`config.mk`:
```
export PLATFORM = sky130hd
export DESIGN_NAME = audio_tone_gen
export DESIGN_NICKNAME = d
export VERILOG_FILES = /design/src/rtl/audio_tone_gen.sv
export SDC_FILE = /design/constraint.sdc
export NUM_CORES = 1
export LEC_CHECK = 0
export CORE_ASPECT_RATIO = 1.2
export CORE_MARGIN = 2
export CORE_UTILIZATION = 45
export DETAILED_ROUTE_END_ITERATION = 8
export REMOVE_ABC_BUFFERS = 1
export SLEW_MARGIN = 20
export SYNTH_ARGS = -nofsm -noshare
export SYNTH_HDL_FRONTEND = slang
export SYNTH_SLANG_ARGS = --single-unit
```
`constraint.sdc`:
```
create_clock -name clk -period 5 [get_ports clk]
set_input_delay 1 -clock clk [delete_from_list [all_inputs] [get_ports clk]]
set_output_delay 1 -clock clk [all_outputs]
set_load 0.01 [all_outputs]
```
`src/rtl/audio_tone_gen.sv`:
```
// audio_tone_gen
//   Square-wave tone generator driven by the processor's audio port levels.
//   The note select picks a half-period, the volume scales the output, and a
//   rising edge on the enable starts a note. The tone is produced both as a
//   1-bit PWM speaker drive and as a 5-bit amplitude for an external DAC.
//
//   Optional feature macro: AUDIO_ENV_EN
//     Defined   -> linear decay envelope: every DECAY_TICKS tone ticks the
//                  current volume drops by one; reaching 0 ends the note.
//     Undefined -> the volume simply follows the registered audioVol input.
//
// Ports
//   clk          system clock
//   reset        asynchronous reset, active low
//   audioVol     requested volume 0..31
//   audioSel     note select, 0 = rest, 1..15 = tones (higher = shorter period)
//   audioEn      level enable; a rising edge starts a note, low stops it
//   audio_pwm    PWM speaker drive, high for cur_vol of every 31 clk while sq=1
//   audio_level  cur_vol while the square wave is high, else 0
//   note_active  high while a tone with non-zero select and volume is sounding
//
// Interface: plain level inputs, no handshake. Every input is registered once
// and only the registered copies feed decisions, so inputs have one cycle of
// latency. Outputs audio_pwm / audio_level are registered and always equal the
// combination of the current sq, pwm_cnt and cur_vol registers.
//
// The FSM state is the internal signal `state` (IDLE / PLAY).

module audio_tone_gen #(
  parameter int PRESCALE    = 50,
  parameter int BASE_HP     = 64,
  parameter int HP_STEP     = 8,
  parameter int DECAY_TICKS = 4096
) (
  input  logic       clk,
  input  logic       reset,
  input  logic [4:0] audioVol,
  input  logic [3:0] audioSel,
  input  logic       audioEn,
  output logic       audio_pwm,
  output logic [4:0] audio_level,
  output logic       note_active
);

  // Longest half-period is for select 1; size the phase counter for it.
  localparam int HP_MAX = BASE_HP + HP_STEP * 14;
  localparam int HP_W   = $clog2(HP_MAX + 1);
  localparam int PRE_W  = (PRESCALE > 1) ? $clog2(PRESCALE) : 1;

  // An illegal parameter set elaborates this named empty block, which makes
  // the mistake visible in the elaborated hierarchy.
  if (PRESCALE < 1 || DECAY_TICKS < 1) begin : g_bad_params
  end

  typedef enum logic {
    IDLE = 1'b0,
    PLAY = 1'b1
  } state_t;

  state_t           state, state_next;

  // Registered inputs
  logic             en_q, en_prev;
  logic [3:0]       sel_q;
  logic [4:0]       vol_q;

  // Note state
  logic [3:0]       cur_sel, cur_sel_next;
  logic [4:0]       cur_vol, cur_vol_next;
  logic [PRE_W-1:0] pre_cnt, pre_next;
  logic [HP_W-1:0]  ph_cnt, ph_next, hp_m1;
  logic             sq, sq_next;
  logic [4:0]       pwm_cnt, pwm_next;

  logic             tick;
  logic             start;
  logic             stop;

`ifdef AUDIO_ENV_EN
  localparam int DEC_W = (DECAY_TICKS > 1) ? $clog2(DECAY_TICKS) : 1;
  logic [4:0]       vol_prev;
  logic [DEC_W-1:0] dec_cnt, dec_next;
`endif

  // Input capture. These registers carry no reset: they keep sampling while
  // reset is held, so an enable level held across reset is seen as steady
  // (no rising edge) and cannot start a note on release.
  always_ff @(posedge clk) begin
    en_q    <= audioEn;
    en_prev <= en_q;
    sel_q   <= audioSel;
    vol_q   <= audioVol;
`ifdef AUDIO_ENV_EN
    vol_prev <= vol_q;
`endif
  end

  // Half-period minus one for the current select. Only meaningful for
  // selects 1..15; a rest (select 0) never advances the phase.
  always_comb begin
    hp_m1 = HP_W'(BASE_HP - 1 + HP_STEP * (15 - int'(cur_sel)));
  end

  assign tick = (pre_cnt == PRE_W'(PRESCALE - 1));

  // Next-state and datapath logic
  always_comb begin
    state_next   = state;
    cur_sel_next = cur_sel;
    cur_vol_next = cur_vol;
    pre_next     = pre_cnt;
    ph_next      = ph_cnt;
    sq_next      = sq;
    pwm_next     = pwm_cnt;
`ifdef AUDIO_ENV_EN
    dec_next     = dec_cnt;
`endif
    start        = 1'b0;
    stop         = 1'b0;

    case (state)
      IDLE: begin
        if (en_q && !en_prev) begin
          start = 1'b1;
        end
      end

      PLAY: begin
        pre_next = tick ? '0 : pre_cnt + PRE_W'(1);
        pwm_next = (pwm_cnt == 5'd30) ? 5'd0 : pwm_cnt + 5'd1;

        // Priority: enable fall, then retune, then phase/volume updates.
        if (!en_q) begin
          stop = 1'b1;
        end else if (sel_q != cur_sel) begin
          start = 1'b1;
        end else begin
          if (cur_sel == 4'd0) begin
            sq_next = 1'b0;
            ph_next = '0;
          end else if (tick) begin
            if (ph_cnt == hp_m1) begin
              ph_next = '0;
              sq_next = ~sq;
            end else begin
              ph_next = ph_cnt + HP_W'(1);
            end
          end

`ifdef AUDIO_ENV_EN
          // A fresh volume request reloads the envelope; otherwise decay.
          if (vol_q != vol_prev) begin
            cur_vol_next = vol_q;
            dec_next     = '0;
          end else if (tick && cur_vol != 5'd0) begin
            if (dec_cnt == DEC_W'(DECAY_TICKS - 1)) begin
              dec_next     = '0;
              cur_vol_next = cur_vol - 5'd1;
              if (cur_vol == 5'd1) begin
                stop = 1'b1;
              end
            end else begin
              dec_next = dec_cnt + DEC_W'(1);
            end
          end
`else
          cur_vol_next = vol_q;
`endif
        end
      end

      default: begin
        stop = 1'b1;
      end
    endcase

    // Leaving PLAY discards the in-flight phase so outputs drop immediately.
    if (stop) begin
      state_next   = IDLE;
      cur_sel_next = '0;
      cur_vol_next = '0;
      pre_next     = '0;
      ph_next      = '0;
      sq_next      = 1'b0;
      pwm_next     = '0;
`ifdef AUDIO_ENV_EN
      dec_next     = '0;
`endif
    end

    // Note entry and retune share one path. The PWM counter is left alone so
    // a retune does not disturb the duty cycle; from IDLE it is already 0.
    if (start) begin
      state_next   = PLAY;
      cur_sel_next = sel_q;
      cur_vol_next = vol_q;
      pre_next     = '0;
      ph_next      = '0;
      sq_next      = (sel_q != 4'd0);
`ifdef AUDIO_ENV_EN
      dec_next     = '0;
`endif
    end
  end

  // State and output registers
  always_ff @(posedge clk or negedge reset) begin
    if (!reset) begin
      state       <= IDLE;
      cur_sel     <= '0;
      cur_vol     <= '0;
      pre_cnt     <= '0;
      ph_cnt      <= '0;
      sq          <= 1'b0;
      pwm_cnt     <= '0;
      audio_pwm   <= 1'b0;
      audio_level <= '0;
`ifdef AUDIO_ENV_EN
      dec_cnt     <= '0;
`endif
    end else begin
      state       <= state_next;
      cur_sel     <= cur_sel_next;
      cur_vol     <= cur_vol_next;
      pre_cnt     <= pre_next;
      ph_cnt      <= ph_next;
      sq          <= sq_next;
      pwm_cnt     <= pwm_next;
      // Computed from the next-state values so the registered outputs line
      // up with sq / pwm_cnt / cur_vol in the same cycle.
      audio_pwm   <= sq_next & (pwm_next < cur_vol_next);
      audio_level <= sq_next ? cur_vol_next : 5'd0;
`ifdef AUDIO_ENV_EN
      dec_cnt     <= dec_next;
`endif
    end
  end

  assign note_active = (state == PLAY) && (cur_sel != 4'd0) && (cur_vol != 5'd0);

endmodule
```
==> results of run 1 <==
## where the power goes
group,internal [mW],leakage [nW],total [mW],switching [mW]
Clock,0.199,0.0644,0.330,0.131
Combinational,0.0674,0.503,0.146,0.0785
Sequential,0.409,0.575,0.436,0.0264
## kinds of logic after synthesis
| group | after synthesis | synth area share (%) |
|---|---|---|
| compound gates | 38 | 12.9 |
| xor+xnor | 18 | 7.10 |
| fa+ha+maj | 11 | 6.20 |
| buf+inv | 21 | 4.73 |
| flops | 47 | 50.5 |
| mux | 2 | 0.901 |
| simple gates | 74 | 17.7 |
## worst register-to-register path: cells and delay by family (launching register included)
| kind | cells | cell delay [ns] |
|---|---|---|
| and+or+nand+nor | 2 | 0.81 |
| AOI/OAI and AO/OA | 3 | 0.55 |
| DFF | 1 | 0.50 |
| adders and majority gates | 1 | 0.38 |
## stage by stage
| step | setup slack, ns | area (um^2) | utilization [%] |
|---|---|---|---|
| 2_1_floorplan | 2.69 | 2160 | - |
| 6_report | 1.97 | 2570 | 53.1 |
| 4_1_cts | 1.95 | 2570 | 53.1 |
| 3_5_place_dp | 2.31 | 2430 | 50.3 |
| 3_3_place_gp | 2.36 | 2430 | 50.2 |
| 5_1_grt | 1.83 | 2570 | 53.1 |
## path summary, 6_finish.rpt
path,from,slack [ns],to,cells past startpoint
min,en_q$_DFF_P_,0.40,en_prev$_DFF_P_,0
max reg2reg,state$_DFFE_PN0P_,2.71,audio_pwm$_DFF_PN0_,6
min reg2reg,en_q$_DFF_P_,0.40,en_prev$_DFF_P_,0
max in group asynchronous,reset,3.56,pre_cnt[4]$_DFFE_PN0N_,2
min in group asynchronous,reset,1.11,ph_cnt[7]$_DFFE_PN0P_,2
max,cur_sel[0]$_DFFE_PN0P_,1.97,note_active,5
## per-layer routing
layer | part of all wire, % | global-route usage, % | up-vias
li1 | - | - | 777
met1 | 42 | 21.2 | 802
met2 | 52 | 30.0 | 23
met3 | 2.5 | 4.29 | 12
met4 | 3.5 | 9.80 | 0
met5 | 0 | 0 | -
## placed cells by master (no fill, tap or decap), types with 3 or more instances in the layout
cell	count
xnor2_1	10
nor2_1	20
clkbuf_8	5
o21ai_0	12
nor4_1	6
nand2_1	13
a21oi_1	4
xor2_1	8
ha_1	11
a22o_1	5
nand3_1	7
nor3_1	5
inv_1	11
nand4_1	9
a22oi_1	5
dfrtp_1	36
nor3_2	3
clkdlybuf4s50_1	18
dfxtp_1	11
## final cells by class
cell class / count / area (um^2) / area share (%)
flip-flops and latches: 47 / 1120 / 43.7
multi-input cells: 143 / 997 / 38.9
repair buffers: 20 / 195 / 7.61
well taps: 60 / 75.1 / 2.93
clock buffers: 5 / 68.8 / 2.68
clock inverters: 3 / 67.6 / 2.63
inverters: 11 / 41.3 / 1.61
## registers in the layout, summed over array words and instances (netlist names)
| signal | flops |
|---|---|
| sq | 1 |
| cur_vol | 5 |
| cur_sel | 4 |
| en_q | 1 |
| state | 1 |
| en_prev | 1 |
| ph_cnt | 8 |
| sel_q | 4 |
| pwm_cnt | 5 |
| pre_cnt | 6 |
| audio_pwm | 1 |
| audio_level | 5 |
| vol_q | 5 |
==> out/qor.csv, run 1 <==
metric;value;unit
final period utilization;60.5;%
Worst Path Buf+Inv;2;
critical-path cell list;inv_1 -> ha_1 -> and2_1 -> nor3_1 -> clkdlybuf4s50_1;
CP arrival;2.03;ns
Placed Cells;281;
H-tree depth;2;
Synth top area share;40.6;%
CP max stage delay;0.57;ns
GRT overflow;0;
Worst Hold Slack;0.403;ns
synthesized cell area;0.00222;mm^2
diode count;0;
root buffer cell;clkbuf_8;
IO Port Bufs;18;
number of synthesized flops with an enable pin;0;
Remaining DRCs;0;
Final #Nets;251;
Worst Skew;0.00406;ns
Seq/Total Area, Yosys;50.5;%
cell with the most instances after synthesis;dfrtp_1;
average wire per standard cell;14.9;um
Synth Area per Inst;10.5;um^2
Post-DRT Antenna Nets;0;
die height;81.0;um
Peak Freq;0.330;GHz
gpl congestion;0.746;
worst path required time;4.00;ns
Slew HR;49.8;%
Netlist cell types;40;
Final Non-Filler Cells;289;
Final Critical Period;3.03;ns
largest net degree at the start of global routing;37;
CTS tree;done;
Yosys reg bits;47;
cells after synthesis;211;
CTS resizes;0;
worst hold-check path type;reg2reg;
DP HPWL;3.10;mm
Slew Limit Fails;0;
Die ar.;0.00552;mm^2
postcts setup bufs;0;
number of hold buffers added after CTS;0;
WS Path Type;reg2out;
total negative setup slack;0;ns
Fill cells;454;
CP Launch Type;register;
Clk pin slew, worst setup/hold paths;0.09;ns
Vias/cell;5.58;
clock buffer depth;2;
share of layout cells above drive strength 1;7.42;%
Vias;1614;
status;finished clean;
gr usage total;18.1;%
final WL;4.31;mm
critical path fanouts, max;6;
drt initial violations;32;
clock latency on the worst-skew pair;0.30;ns
largest cells by area after synthesis;dfrtp_1 (41%), dfxtp_1 (9.9%), ha_1 (6.2%);
crit path max-delay cell type;clkdlybuf4s50_1;
unrepaired setup endpoints after global routing;no;
dominant synthesized flop cell;dfrtp_1;
die width;68.1;um
first-pass GRT wire length;7.39;mm
Least-Margin Pin Slew;0.752;ns
Hold Vio Cnt, Final;0;
Synth area leader;dfrtp_1;
Synth top cells by count;dfrtp_1 (36), nor2_1 (21), nand2_1 (13), o21ai_0 (12);
Initial Util;45.9;%
area of the core;0.00483;mm^2
ys async rst share;76.6;%
vias in the first global route;1631;
# rows;28;
Pre-antenna DRT Iters;4;
total power;0.912;mW
Ys Warns;0;
Area Overhead vs Synth;15.5;%
I/O pin cnt;19;
CTS buffer count;5;
initial antenna violation count;0;
Peak VDD IR;0.000205;V
Max Cap Viol;0;
Pleak;1.14;nW
Final setup viols;0;
Num Clock Sinks;47;
crit end category;primary output;
Largest delay share family, worst path;buffers and inverters;
Pwr per Cell Area;355;mW/mm^2
(Power assumes the default switching activity.)
==> run 2: changes to the inputs <==
Settings changed: PLACE_DENSITY from default to 0.67.
Clock period 5 ns to 2.6 ns, I/O delays scaled along.
==> out/qor.csv, run 2 (synthesized netlist as in run 1, its figures left out) <==
metric;value;unit;change
worst hold path depth;0;;unchanged
final WL;4.17;mm;-3.3%
total negative setup slack;0;ns;unchanged
commonest non-fill, non-tap cells in the layout;dfrtp_1 (35), nor2_1 (21), clkdlybuf4s50_1 (18);;
Initial Util;45.9;%;unchanged
area of the core;0.00483;mm^2;unchanged
root buffer cell;clkbuf_8;;
status;finished clean;;
Final setup viols;0;;unchanged
crit path max-delay cell type;clkdlybuf4s50_1;;
Die ar.;0.00552;mm^2;unchanged
clock power share;29.3;%;-6.9 points
crit path to;note_active;;
Slew Limit Fails;0;;unchanged
Peak VDD IR;0.000426;V;+110%
critical-path cell list;inv_1 -> ha_1 -> and2_1 -> nor3_2 -> clkdlybuf4s50_1;;
vias in the first global route;1580;;-3.1%
most common cell after layout, fill and taps aside;dfrtp_1;;
net switching power;0.466;mW;+98%
unrepaired setup endpoints after global routing;no;;
top flop regs;ph_cnt: 8 flops, pre_cnt: 6 flops;;
Final Critical Period;2.46;ns;
sequential cell fraction of total power;52.9;%;+5.1 points
CP Launch Type;register;;
first-pass GRT wire length;7.33;mm;-0.84%
max reg flops;8;;unchanged
CP max stage delay;0.56;ns;about the same
Pre-antenna DRT Iters;4;;unchanged
gpl congestion;0.776;;+4.0%
initial antenna violation count;0;;unchanged
Clk pin slew, worst setup/hold paths;0.09;ns;about the same
Vias;1571;;-2.7%
worst path required time;2.08;ns;-1.92 ns
Top reg by flops;ph_cnt;;
Seq. cell area;0.00112;mm^2;+0.11%
Gate power share;17.8;%;+1.8 points
gr busiest metal;met2;;
area of the multi-input gates;1000;um^2;+0.25%
Slew HR;68.0;%;+18 points
DP HPWL;3.01;mm;-2.9%
r2r setup slk;0.42;ns;-2.29 ns
average wire per standard cell;14.4;um;-3.7%
Final #Nets;252;;+0.40%
Area Overhead vs Synth;14.3;%;
# rows;28;;unchanged
met2 track demand over resource;30.0;%;unchanged
H-tree depth;2;;unchanged
Power Internal;1.12;mW;+65%
I/O pin cnt;19;;unchanged
Pwr per Cell Area;624;mW/mm^2;+76%
Peak Freq;0.406;GHz;
CP arrival;1.94;ns;-0.09 ns
CTS buffer count;5;;unchanged
FF-to-FF End;audio_pwm$_DFF_PN0_;;
diode count;0;;unchanged
Post-DRT Antenna Nets;0;;unchanged
Final Core Density;52.5;%;-0.60 points
Vias/cell;5.42;;-3.0%
GRT overflow;0;;unchanged
final period utilization;94.7;%;
CTS tree;done;;
largest net degree at the start of global routing;37;;unchanged
Num Clock Sinks;47;;unchanged
total power;1.58;mW;+74%
reg2reg path depth;8;;+2
reg2reg start;cur_sel[1]$_DFFE_PN0P_;;
Remaining DRCs;0;;unchanged
gr usage total;17.7;%;-0.32 points
Hold Vio Cnt, Final;0;;unchanged
Pleak;1.13;nW;-1.2%
met1 Use GR;21.5;%;+0.25 points
die width;68.1;um;unchanged
Worst Skew;0.00598;ns;+0.00191 ns
die height;81.0;um;unchanged
Fill cells;442;;-2.6%
met3 Track Usage GR;4.99;%;+0.69 points
clock latency on the worst-skew pair;0.30;ns;about the same
IO Port Bufs;18;;unchanged
crit end category;primary output;;
WS Path Type;reg2out;;
Least-Margin Pin Slew;0.480;ns;-0.272 ns
worst hold-check path type;reg2reg;;
drt initial violations;98;;+210%
share of layout cells above drive strength 1;8.26;%;+0.84 points
Net Sw Frac;29.4;%;+3.6 points
Max Cap Viol;0;;unchanged
critical path fanouts, max;5;;-1
clock buffer depth;2;;unchanged
CP Launch Point;cur_sel[1]$_DFFE_PN0P_;;
run 2: cell types whose count changed in the layout (fill, tap and decap cells not counted), sizes merged:
cell	delta
inv	+2
bufinv	-2
buf	+1
run 2: critical path: cells and delay by family (launching register included):
family,cells,cell delay [ns]
buf+inv,2,0.62
flops,1,0.44
simple gates,2,0.39
fa+ha+maj,1,0.19
run 2: power by group through the flow:
stage / registers (mW) / clock network [mW] / logic [mW]
6_report: 0.839 / 0.464 / 0.282
5_1_grt: 0.848 / 0.517 / 0.318
4_1_cts: 0.838 / 0.484 / 0.285
3_5_place_dp: 0.853 / 0 / 0.280
3_3_place_gp: 0.852 / 0 / 0.276
2_1_floorplan: 0.849 / 0 / 0.170
run 2: layout make-up:
| type | instances | area share, % |
|---|---|---|
| Sequential cell | 47 | 44.2 |
| Multi-Input combinational cell | 143 | 39.4 |
| Timing Repair Buffer | 21 | 7.99 |
| Tap cell | 60 | 2.96 |
| Clock buffer | 5 | 2.71 |
| Inverter | 11 | 1.63 |
| Clock inverter | 3 | 1.08 |
run 2: metrics by stage:
stage               hold slack (ns)  worst slack (ns)  cell area, um^2  instances
floorplan                     0.224             0.290             2160        201
global placement              0.397             0.407             2430        282
detailed placement            0.395             0.365             2430        282
CTS                           0.408            0.0164             2530        290
global route                  0.416            0.0333             2540        290
finish                        0.401             0.139             2540        290
run 2: what timing repair did:
item                                    4_1_cts  5_1_grt
buffers inserted                              0        0
gates resized for setup                       0        2
hold buffers                                  0        0
endpoints found under the setup margin        0        1
run 2: worst min-delay path by stage:
stage                       startpoint                  endpoint  slack (ns)
after floorplan                  reset  audio_level[0]$_DFF_PN0_        0.22
after global placement    en_q$_DFF_P_           en_prev$_DFF_P_        0.40
after detailed placement  en_q$_DFF_P_           en_prev$_DFF_P_        0.39
after CTS                 en_q$_DFF_P_           en_prev$_DFF_P_        0.41
after global routing      en_q$_DFF_P_           en_prev$_DFF_P_        0.42
final                     en_q$_DFF_P_           en_prev$_DFF_P_        0.40
run 2: metal layers:
layer / part of all wire, % / wire length (um)
met5: 0 / 0
met4: 1.5 / 61
met3: 3.0 / 124
met2: 51 / 2130
met1: 45 / 1860
==> run 3: changes to the inputs <==
Settings changed: GPL_TIMING_DRIVEN from default to 0.
==> out/qor.csv, run 3 (synthesized netlist as in run 1, its figures left out) <==
metric;value;unit;change
worst path required time;2.08;ns;about the same
share of layout cells above drive strength 1;9.57;%;+1.3 points
reg2reg start;state$_DFFE_PN0P_;;
total negative setup slack;0;ns;unchanged
area of the core;0.00483;mm^2;unchanged
Least-Margin Pin Slew;0.771;ns;+0.291 ns
Max Cap Viol;0;;unchanged
critical-path cell list;inv_1 -> ha_1 -> and2_1 -> nor3_2 -> clkdlybuf4s50_1;;
Vias;1562;;-0.57%
Pwr per Cell Area;647;mW/mm^2;+3.7%
max reg flops;8;;unchanged
dpl cell area;0.00244;mm^2;+0.10%
Seq. cell area;0.00112;mm^2;unchanged
vias in the first global route;1539;;-2.6%
final instance area;0.00258;mm^2;+1.6%
crit path max-delay cell type;clkdlybuf4s50_1;;
final period utilization;95.6;%;+0.97 points
IO Port Bufs;18;;unchanged
Remaining DRCs;0;;unchanged
Worst Skew;0.0101;ns;+0.00414 ns
Vias/cell;5.39;;-0.57%
Post-DRT Antenna Nets;0;;unchanged
CP arrival;1.97;ns;+0.03 ns
I/O pin cnt;19;;unchanged
die height;81.0;um;unchanged
Hold Vio Cnt, Final;0;;unchanged
Pre-antenna DRT Iters;4;;unchanged
Worst Hold Slack;0.136;ns;-0.264 ns
# rows;28;;unchanged
diode count;0;;unchanged
average wire per standard cell;14.3;um;-0.67%
Final Critical Period;2.49;ns;+0.0253 ns
Slew Limit Fails;0;;unchanged
DP HPWL;3.02;mm;about the same
commonest non-fill, non-tap cells in the layout;dfrtp_1 (35), nor2_1 (20), clkdlybuf4s50_1 (17);;
first-pass GRT wire length;7.01;mm;-4.3%
CP max stage delay;0.57;ns;about the same
WS Path Type;reg2out;;
Top reg by flops;ph_cnt;;
Final Non-Filler Cells;290;;unchanged
fin worst setup slack;0.114;ns;-0.0253 ns
CP Launch Type;register;;
Peak Freq;0.402;GHz;-1.0%
worst hold-check path type;in2async;;
gr usage total;16.9;%;-0.87 points
Placed Cells;280;;-0.71%
largest net degree at the start of global routing;22;;-41%
clock latency on the worst-skew pair;0.30;ns;about the same
r2r setup slk;0.23;ns;-0.19 ns
GRT overflow;0;;unchanged
CTS buffer count;5;;unchanged
CTS tree;done;;
top flop regs;ph_cnt: 8 flops, pre_cnt: 6 flops;;
Area Overhead vs Synth;16.1;%;
Slew HR;48.5;%;-19 points
area of the multi-input gates;0.00101;mm^2;+0.63%
Clk pin slew, worst setup/hold paths;0.09;ns;about the same
critical path fanouts, max;5;;unchanged
drt initial violations;50;;-49%
final WL;4.14;mm;-0.67%
Peak VDD IR;0.000387;V;-9.1%
total power;1.67;mW;+5.3%
root buffer cell;clkbuf_8;;
Die ar.;0.00552;mm^2;unchanged
Final setup viols;0;;unchanged
reg2reg path depth;6;;-2
crit end category;primary output;;
clock buffer depth;2;;unchanged
Num Clock Sinks;47;;unchanged
DP Worst Slack;-0.00787;ns;-0.373 ns
Initial Util;45.9;%;unchanged
status;finished clean;;
Final #Nets;252;;unchanged
Pleak;1.15;nW;+1.6%
initial antenna violation count;0;;unchanged
FF-to-FF End;audio_pwm$_DFF_PN0_;;
Final Core Density;53.3;%;+0.83 points
Fill cells;447;;+1.1%
die width;68.1;um;unchanged
gpl congestion;0.786;;+1.3%
H-tree depth;2;;unchanged
most common cell after layout, fill and taps aside;dfrtp_1;;
[run 3: cell count changes in the layout (fill, tap and decap cells not counted)]
cell / previous run / this run
a21boi_2: 0 / 1
nor2_2: 0 / 1
buf_4: 3 / 2
bufinv_16: 0 / 1
a21boi_0: 1 / 0
buf_16: 0 / 1
inv_8: 1 / 0
clkdlybuf4s50_1: 18 / 17
nor2_1: 21 / 20
buf_2: 0 / 1
[run 3: routing by layer]
| layer | track usage [%] | wire length, um | part of all wire [%] |
|---|---|---|---|
| met5 | 0 | 0 | 0 |
| met4 | 5.40 | 62 | 1.5 |
| met1 | 20.3 | 1840 | 44 |
| met2 | 29.4 | 2140 | 52 |
| met3 | 3.88 | 99 | 2.4 |
[run 3: cell type report]
type                    count  share of cell area (%)
clock buffers               5                    2.67
clock inverters             3                    1.80
inverters                  11                    1.60
multi-input cells         143                    39.0
flip-flops and latches     47                    43.5
well taps                  60                    2.91
repair buffers             21                    8.45
[run 3: worst max-delay path: cells and delay by family (launching register included)]
family | cells | cell delay (ns)
adders and majority gates | 1 | 0.19
buffers and inverters | 2 | 0.64
DFF | 1 | 0.44
and+or+nand+nor | 2 | 0.41
[run 3: worst max path at each step]
| stage | depth (start not counted) | start | to | slack [ns] |
|---|---|---|---|---|
| after global placement | 7 | state$_DFFE_PN0P_ | audio_pwm$_DFF_PN0_ | -0.42 |
| after global routing | 5 | cur_sel[1]$_DFFE_PN0P_ | note_active | -0.005 |
| after floorplan | 7 | state$_DFFE_PN0P_ | audio_pwm$_DFF_PN0_ | 0.29 |
| after CTS | 5 | cur_sel[0]$_DFFE_PN0P_ | note_active | 0.04 |
| final | 5 | cur_sel[1]$_DFFE_PN0P_ | note_active | 0.11 |
| after detailed placement | 7 | state$_DFFE_PN0P_ | audio_pwm$_DFF_PN0_ | -0.008 |
[run 3: power by group]
part	internal (mW)	leakage [nW]	switching, mW
clock network	0.290	0.0548	0.253
registers	0.788	0.573	0.0499
logic	0.136	0.517	0.153
total	1.21	1.15	0.456
[run 3: what timing repair did]
item                                    in CTS  in global routing
hold buffers                                 0                  0
setup buffers                                0                  2
resized for setup                            2                  1
endpoints found under the setup margin       2                  1
cloned                                       0                  0
